$ cat src/rtl/rv_pkg.sv
// Purpose: shared RV32 fetch-side definitions: opcodes, NOP, immediates, IF/ID record.
// Latency: n/a (types, constants and pure functions only).
// Backpressure: n/a.
package rv_pkg;

   localparam logic [6:0]  OPC_JAL    = 7'b1101111;
   localparam logic [6:0]  OPC_BRANCH = 7'b1100011;
   localparam logic [6:0]  OPC_JALR   = 7'b1100111;
   localparam logic [31:0] NOP_INSTR  = 32'h00000013;   // addi x0, x0, 0

   // IF/ID pipeline register contents
   typedef struct packed {
      logic        valid;
      logic [31:0] pc;
      logic [31:0] instr;
      logic        pred_taken;
   } ifid_t;

   // J-type immediate, sign-extended, bit 0 implicitly zero
   function automatic logic [31:0] imm_j(input logic [31:0] instr);
      return {{11{instr[31]}}, instr[31], instr[19:12], instr[20], instr[30:21], 1'b0};
   endfunction

   // B-type immediate, sign-extended, bit 0 implicitly zero
   function automatic logic [31:0] imm_b(input logic [31:0] instr);
      return {{19{instr[31]}}, instr[31], instr[7], instr[30:25], instr[11:8], 1'b0};
   endfunction

endpackage

$ cat src/rtl/static_bpred.sv
// Purpose: static branch predictor; JAL and backward conditional branches are taken.
// Latency: purely combinational.
// Backpressure: none; the caller gates the result.
//
// Ports:
//   pc     in  32  PC of the instruction being decoded
//   instr  in  32  instruction word
//   taken  out  1  predicted taken
//   target out 32  predicted target (pc + immediate), valid when taken=1
module static_bpred
   import rv_pkg::*;
(
   input  logic [31:0] pc,
   input  logic [31:0] instr,
   output logic        taken,
   output logic [31:0] target
);

   always_comb begin
      taken  = 1'b0;
      target = '0;
      case (instr[6:0])
         OPC_JAL: begin
            taken  = 1'b1;
            target = pc + imm_j(instr);
         end
         OPC_BRANCH: begin
            // backward branches (negative offset) are usually loop closers
            taken  = instr[31];
            target = pc + imm_b(instr);
         end
         OPC_JALR: begin
            // register-indirect target is unknown here; resolved in execute
            taken  = 1'b0;
         end
         default: ;
      endcase
   end

endmodule

$ cat src/rtl/if_stage.sv
// Purpose: instruction fetch stage: imem addressing, response alignment, static prediction, IF/ID register.
// Latency: imem word registered into IF/ID one cycle after it returns (two cycles after pc_i).
// Backpressure: stall_i holds IF/ID and drops the in-flight word; flush_i squashes; predicted jumps kill the next word.
//
// Ports:
//   clk, rst                    clock, async active-high reset
//   pc_i / imem_addr_o          fetch PC in, passed straight to instruction memory
//   imem_rdata_i                word for the address presented last cycle
//   stall_i, flush_i            load-use stall, execute-stage redirect
//   pred_jump_o, pred_target_o  redirect to the PC register
//   id_valid_o, id_pc_o, id_instr_o, id_pred_taken_o   IF/ID register
//   pred_cnt_o                  saturating count of taken predictions
module if_stage
   import rv_pkg::*;
#(
   parameter logic [31:0] RESET_PC   = 32'h0,
   parameter bit          PREDICT_EN = 1'b1,
   parameter int          CNT_W      = 16
) (
   input  logic             clk,
   input  logic             rst,
   input  logic [31:0]      pc_i,
   output logic [31:0]      imem_addr_o,
   input  logic [31:0]      imem_rdata_i,
   input  logic             stall_i,
   input  logic             flush_i,
   output logic             pred_jump_o,
   output logic [31:0]      pred_target_o,
   output logic             id_valid_o,
   output logic [31:0]      id_pc_o,
   output logic [31:0]      id_instr_o,
   output logic             id_pred_taken_o,
   output logic [CNT_W-1:0] pred_cnt_o
);

   logic [31:0]      pc_q;      // PC whose word is on imem_rdata_i this cycle
   logic             rsp_v_q;   // a response exists (not the first cycle after reset)
   logic             kill_q;    // the returning word is from a wrong-path address
   ifid_t            id_q;
   logic [CNT_W-1:0] cnt_q;

   logic             live;
   logic             bp_taken;
   logic [31:0]      bp_target;
   logic             pred_jump;

   static_bpred u_bpred (
      .pc     (pc_q),
      .instr  (imem_rdata_i),
      .taken  (bp_taken),
      .target (bp_target)
   );

   assign imem_addr_o = pc_i;
   assign live        = rsp_v_q & ~kill_q;

   // A stalled word is refetched, so predicting it now would redirect twice.
   assign pred_jump     = PREDICT_EN & live & bp_taken & ~stall_i & ~flush_i;
   assign pred_target_o = pred_jump ? bp_target : '0;
   assign pred_jump_o   = pred_jump;

   always_ff @(posedge clk or posedge rst) begin
      if (rst) begin
         pc_q    <= RESET_PC;
         rsp_v_q <= 1'b0;
         kill_q  <= 1'b0;
         cnt_q   <= '0;
         id_q    <= '{valid: 1'b0, pc: RESET_PC, instr: NOP_INSTR, pred_taken: 1'b0};
      end else begin
         pc_q    <= pc_i;
         rsp_v_q <= 1'b1;
         // The flush redirect lands one cycle later at the PC register, so
         // either way exactly one in-flight word must be dropped.
         kill_q  <= pred_jump | flush_i;

         if (pred_jump && (cnt_q != '1))
            cnt_q <= cnt_q + CNT_W'(1);

         if (flush_i) begin
            id_q.valid      <= 1'b0;
            id_q.instr      <= NOP_INSTR;
            id_q.pred_taken <= 1'b0;
         end else if (stall_i) begin
            // hold IF/ID; the PC register rewinds and refetches this word
         end else if (live) begin
            id_q <= '{valid: 1'b1, pc: pc_q, instr: imem_rdata_i, pred_taken: pred_jump};
         end else begin
            id_q.valid      <= 1'b0;
            id_q.instr      <= NOP_INSTR;
            id_q.pred_taken <= 1'b0;
         end
      end
   end

   assign id_valid_o      = id_q.valid;
   assign id_pc_o         = id_q.pc;
   assign id_instr_o      = id_q.instr;
   assign id_pred_taken_o = id_q.pred_taken;
   assign pred_cnt_o      = cnt_q;

endmodule

$ cat config.mk
export PLATFORM = sky130hd
export DESIGN_NAME = if_stage
export DESIGN_NICKNAME = d
export VERILOG_FILES = /design/src/rtl/rv_pkg.sv /design/src/rtl/static_bpred.sv /design/src/rtl/if_stage.sv
export SDC_FILE = /design/constraint.sdc
export NUM_CORES = 1
export LEC_CHECK = 0
export ABC_AREA = 0
export CAP_MARGIN = 20
export CORE_ASPECT_RATIO = 1.1
export CORE_MARGIN = 2
export CORE_UTILIZATION = 42
export DETAILED_ROUTE_END_ITERATION = 8
export PLACE_DENSITY = 0.83
export SETUP_SLACK_MARGIN = 0.15
export SYNTH_ARGS = -nofsm -noshare
export SYNTH_HDL_FRONTEND = slang
export SYNTH_HIERARCHICAL = 1
export SYNTH_SLANG_ARGS = --single-unit
$ cat constraint.sdc
create_clock -name clk -period 7.4 [get_ports clk]
set_input_delay 2.22 -clock clk [delete_from_list [all_inputs] [get_ports clk]]
set_output_delay 2.22 -clock clk [all_outputs]
set_load 0.05 [all_outputs]
==> results.ini, run 1 <==
[power_and_ir_drop]
p_leak_nw=4.91
seqPwrFrac_pct=32.7
clkPwrFrac_pct=39.0
p_sw_share_pct=32.7
net-switching-power_mw=0.711
power_mw=2.17
peakVddDrop_v=0.000166
internal_power_mw=1.46
p_per_area_nw_per_um2=206
combPwrFrac_pct=28.3

[cells_and_area]
antenna_cells=0
mostFrequentLayoutCell=clkdlybuf4s50_1
drive_gt1_share_pct=25.7
final_util_pct=70.1
final_nets=1036
n_fill_cell=1069
area_growth_pct=63.0
final_cell_mix=174 x clkdlybuf4s50_1, 122 x nand2_1, 113 x dfrtp_1

[grt]
grt_pass1_vias=6195
antenna_found_initial=0
grt_util_met1_pct=30.6
grt_first_pass_wirelength_um=32000
grt.busiest_layer=met2
met3_usage_pct=7.36
grt_use_met2_pct=41.4
grt_max_degree=65
gr-total-overflow=0
grt_use_total_pct=25.1

[worst_setup_path]
critPathRequiredTime_ns=5.18
cpPeakStageDelay_ns=0.33
critPathLaunchType=primary input
slowest_stage=a211oi_2
path_cells=buf_6 > nor2b_4 > nand4_1 > nand2b_4 > buf_6 > mux2_4 > ha_4 > a211o_1 > a211oi_2 > nor2_2 > or2_4 > a31o_4 > a21oi_4 > xor2_1 > nor2_1 > and3_4 > buf_12
arrival_ns=5.47
cp_top_family=simple AND/OR/NAND/NOR gates
crit_fanout=6
cp_num_buf_inv=3
cp-end-kind=primary output
crit_top_cell=buf_6
critPathKind=in -> out

[routing]
vias_per_cell=5.38
remaining_drc_errors=0
first_pass_iters=5
wl_per_cell_um=18.2
routed_wl_um=20700
num_vias=6146
drtIter0Drc=527
antenna_left=0

[place]
place_hpwl_um=14300
place.gp.congestion=0.916
numPortBuffers=214

[clocking]
cts.sinks=116
cts_made_buffers=17
clockRootBuffer=clkbuf_16
clk_path_buf_depth=2
clk_latency_ns=0.42
clk_pin_slew_ns=0.06
cts_tree=done
cts_max_level=4
postCtsHoldBufs=0

[floorplan]
die_w_um=122
rows=47
die_y_um=134
coreArea_um2=15100
ios=215
start_util_pct=43.0
die-area_um2=16400

[timing]
rsz0062_at_grt=yes
clock_skew_ns=0.00559
tns_ns=-3.50
worst_slew_pin_slew_ns=0.930
fin_ws_ns=-0.289
fmaxAchievable_mhz=130
finalHoldViolCount=0
finalCritPeriodShare_pct=104
slew_headroom_pct=38.0
maxSlewViolCount=0
setup_viol=22
period_needed_ns=7.69

[synth]
synthArstFlopShare_pct=100
synth_fp_nets=783
synthFlopType=dfrtp_1
synth_edf_count=0
avgSynthCellArea_um2=9.52
ys_warn_count=6
syn-cell-area_um2=6470
ys_seq_elements=116
ys_seq_area_share_pct=44.9
synth_area_leader_cell=dfrtp_1
synth.distinct_cells=55
syn_inst=680
synth_area_leaders=dfrtp_1 44%, nand2_1 7.1%, ha_1 6.6%
yosysTopAreaCellShare_pct=43.7

[run_status]
violations=setup timing
outcome=complete, but fails checks

[job]
cap_violations=0

[worst_hold_path]
hold_path_class=reg -> reg

-- state kept, by name (all words and copies together), names as in the netlist --
register and cells:
id_instr_o 32, id_pc_o 32, id_pred_taken_o 1, id_valid_o 1
kill_q 1, pc_q 32, pred_cnt_o 16, rsp_v_q 1
-- layer usage --
layer  vias to the layer above  wire length, µm
li1                       2870                -
met1                      2992             8380
met2                       247            10300
met3                        37             1510
met4                         0              503
met5                         -                0
-- power groups by stage --
stage / clock network [mW] / registers [mW] / logic, mW
after detailed placement: 0 / 0.720 / 0.558
after CTS: 0.856 / 0.711 / 0.590
after global routing: 0.895 / 0.716 / 0.650
after global placement: 0 / 0.719 / 0.551
after floorplan: 0 / 0.849 / 0.220
final: 0.849 / 0.711 / 0.615
-- synth_stat cells, drive strengths merged (2+ instances only) --
cell / number
o31ai: 2
a21oi: 29
a21o: 25
and3: 36
nor4: 4
nor3: 14
o22a: 3
o21a: 6
o21bai: 4
nor3b: 3
a22o: 29
xnor2: 15
a211o: 2
and4: 3
ha: 34
buf: 36
or2: 2
a211oi: 10
dfrtp: 113
inv: 13
nand2b: 4
clkbuf: 30
nor4b: 2
mux2: 6
nand3: 6
a31oi: 6
xor2: 23
o21ai: 17
nor2b: 5
dfstp: 3
nand4: 12
o211ai: 5
a31o: 2
nor2: 43
nand2: 122
-- cell type report --
type	instances	area [µm²]	area share [%]
Clock buffer	19	433	4.10
Timing Repair Buffer	300	3160	29.9
Multi-Input combinational cell	485	3590	34.0
Clock inverter	13	175	1.66
Sequential cell	116	2910	27.5
Tap cell	196	245	2.32
Inverter	13	51.3	0.486
-- cell families after synthesis --
logic type | Yosys count | synth area share (%)
AO/OA/AOI/OAI | 146 | 16.4
adder cells (fa/ha/maj) | 35 | 6.88
AND/OR/NAND/NOR | 259 | 19.0
buffers and inverters | 79 | 6.51
multiplexers | 6 | 1.04
XOR/XNOR | 38 | 5.14
flip-flops | 116 | 44.9
other | 1 | 0.0579
-- worst paths after layout --
path,depth (start not counted),slack (ns),endpoint,from
max,17,-0.29,pred_target_o[10],imem_rdata_i[6]
min,2,0.47,id_pc_o[30],id_pc_o[30]
max reg2reg,4,5.08,pred_cnt_o[10],kill_q
min reg2reg,2,0.47,id_pc_o[30],id_pc_o[30]
max in group asynchronous,3,3.95,id_instr_o[26],rst
min in group asynchronous,2,2.31,id_instr_o[16],rst
-- worst min-delay path, stage by stage, from the launching register on --
cell and delay (ns):
dfrtp_1 0.34, nand2_1 0.05, nand2_1 0.05
-- stage by stage --
stage	worst slack (ns)	instance area, µm²	hold WS (ns)	instances
after floorplan	0.174	6540	0.439	680
after global placement	-0.516	9330	0.450	1082
after detailed placement	-0.597	9330	0.461	1082
after CTS	-0.130	10300	0.476	1126
after global routing	-0.340	10600	0.500	1142
final	-0.289	10600	0.475	1142
-- repair_timing --
action | 4_1_cts | 5_1_grt
endpoints found under the hold margin | 0 | 0
resized for setup | 80 | 27
pin swaps | 45 | 29
setup buffers | 12 | 15
gates cloned | 0 | 1
setup endpoints to repair | 26 | 26
Note: power is estimated with default switching activity, not from simulation.
==> inputs of run 2 (changes only) <==
--- a/config.mk
+++ b/config.mk
@@ -7,7 +7,7 @@
 export LEC_CHECK = 0
 export ABC_AREA = 0
 export CAP_MARGIN = 20
-export CORE_ASPECT_RATIO = 1.1
+export CORE_ASPECT_RATIO = 2
 export CORE_MARGIN = 2
 export CORE_UTILIZATION = 42
 export DETAILED_ROUTE_END_ITERATION = 8
==> results.ini, run 2 (same netlist as run 1, synthesis figures left out) <==
[power_and_ir_drop]
p_leak_nw=4.92  ; +0.36%
p_per_area_nw_per_um2=206  ; +0.13%
peakVddDrop_v=0.000158  ; -4.8%

[cells_and_area]
area_growth_pct=65.0
final_nets=1039  ; +0.29%
final_util_pct=70.2  ; +0.12 points
final_cell_mix=174 x clkdlybuf4s50_1, 121 x nand2_1, 113 x dfrtp_1
stdcell_count=1147  ; +0.44%
antenna_cells=0  ; unchanged
drive_gt1_share_pct=27.0  ; +1.3 points
mostFrequentLayoutCell=clkdlybuf4s50_1

[place]
numPortBuffers=214  ; unchanged
dp_slack_ns=-0.597  ; -0.0000490 ns
dp.cells=1091  ; +0.83%
place.gp.congestion=0.899  ; -2.0%
place_hpwl_um=15400  ; +7.8%

[worst_setup_path]
endpoint=pred_target_o[25]
cp-end-kind=primary output
crit_start=imem_rdata_i[6]
rr_startpoint=kill_q
r2r-end=pred_cnt_o[6]
regToRegSetupSlack_ns=5.09  ; about the same
critPathLaunchType=primary input
critPathKind=in -> out
critPathRequiredTime_ns=5.18  ; about the same
reg2reg_depth=6  ; +2
crit_fanout=5  ; -1
arrival_ns=5.36  ; -0.11 ns

[clocking]
cts.sinks=116  ; unchanged
clk_pin_slew_ns=0.06  ; about the same
postCtsHoldBufs=0  ; unchanged
clockRootBuffer=clkbuf_16
clk_path_buf_depth=2  ; unchanged
clk_latency_ns=0.42  ; about the same
cts_tree=done
cts_made_buffers=17  ; unchanged
cts_max_level=4  ; unchanged

[floorplan]
coreArea_um2=15200  ; +1.1%
die_w_um=91.8  ; -25%
die_y_um=180  ; +34%
die-area_um2=16500  ; +0.36%
start_util_pct=42.6  ; -0.45 points
rows=64  ; +36%
ios=215  ; unchanged

[timing]
finalHoldViolCount=0  ; unchanged
whs_ns=0.477  ; +0.00195 ns
clock_skew_ns=0.0113  ; +0.00574 ns
rsz0062_at_grt=yes
fmaxAchievable_mhz=132  ; +1.4%
slew_headroom_pct=30.3  ; -7.7 points
maxSlewViolCount=0  ; unchanged
finalCritPeriodShare_pct=102  ; -1.5 points
worst_slew_pin_slew_ns=1.05  ; +0.115 ns
setup_viol=18  ; -18%
fin_ws_ns=-0.181  ; +0.108 ns
period_needed_ns=7.58  ; -0.108 ns

[routing]
drtIter0Drc=281  ; -47%
routed_wl_um=22500  ; +8.6%
first_pass_iters=5  ; unchanged
num_vias=6313  ; +2.7%
wl_per_cell_um=19.6  ; +8.1%
remaining_drc_errors=0  ; unchanged
vias_per_cell=5.50  ; +2.3%
antenna_left=0  ; unchanged

[run_status]
outcome=complete, but fails checks
violations=setup timing

[grt]
gr-total-overflow=0  ; unchanged
antenna_found_initial=0  ; unchanged
grt_max_degree=69  ; +6.2%
grt_pass1_vias=6600  ; +6.5%
grt_first_pass_wirelength_um=34100  ; +6.6%
grt_use_total_pct=26.6  ; +1.6 points

[worst_hold_path]
hold_path_class=reg -> reg

[job]
cap_violations=0  ; unchanged

## run 2: repair_timing
| action | 4_1_cts | 5_1_grt |
|---|---|---|
| pin swaps | 31 | 28 |
| resized for setup | 91 | 37 |
| buffers inserted | 13 | 10 |
| gates cloned | 0 | 1 |
| setup endpoints to repair | 27 | 25 |
## run 2: per-stage QoR
stage | total power [mW] | instance area [µm²] | TNS [ns]
finish | 2.20 | 10700 | -1.51
global route | 2.28 | 10700 | -3.55
CTS | 2.18 | 10400 | -1.10
detailed placement | 1.29 | 9370 | -10.15
global placement | 1.28 | 9370 | -8.06
floorplan | 1.07 | 6540 | 0
## run 2: area by class of cell
| cell class | instances | area (µm²) |
|---|---|---|
| clock buffers | 18 | 429 |
| clock inverters | 14 | 180 |
| fillers | 1101 | 4530 |
| inverters | 13 | 51.3 |
| multi-input cells | 485 | 3700 |
| flip-flops and latches | 116 | 2910 |
| well taps | 198 | 248 |
| repair buffers | 303 | 3170 |
## run 2: worst min-delay path by stage
stage,from,to,slack (ns),depth (start not counted)
4_1_cts,pc_q[20],id_pc_o[20],0.48,2
2_1_floorplan,pc_q[0],id_pc_o[0],0.44,2
3_3_place_gp,id_pc_o[12],id_pc_o[12],0.46,2
5_1_grt,pc_q[26],id_pc_o[26],0.50,2
3_5_place_dp,id_pc_o[25],id_pc_o[25],0.46,2
6_report,id_pc_o[16],id_pc_o[16],0.48,2
## run 2: power by group
| group | internal (mW) | total (mW) | switching [mW] |
|---|---|---|---|
| Sequential | 0.682 | 0.713 | 0.0317 |
| Combinational | 0.253 | 0.633 | 0.380 |
| Clock | 0.534 | 0.857 | 0.324 |
## run 2: metal layers
| metal | GRT usage, % | vias up | wire length (µm) | part of all wire (%) |
|---|---|---|---|---|
| met5 | 0 | - | 0 | 0 |
| met4 | 16.1 | 0 | 1310 | 5.8 |
| met3 | 4.86 | 87 | 1050 | 4.7 |
| met2 | 50.8 | 264 | 12900 | 57 |
| met1 | 25.5 | 3094 | 7280 | 32 |
| li1 | - | 2868 | - | - |
## run 2: critical path, cell delays in order
cell,delay (ns)
buf_6,0.09
nor2b_4,0.11
nand4_1,0.10
nand2b_4,0.19
buf_12,0.12
buf_12,0.10
nor2_4,0.03
buf_4,0.13
a21o_1,0.16
ha_1,0.31
a21oi_1,0.20
o21ai_2,0.10
a21o_1,0.18
a21o_1,0.21
a211oi_4,0.34
o21bai_1,0.14
xnor2_1,0.18
nor2_1,0.07
and3_4,0.23
buf_12,0.14
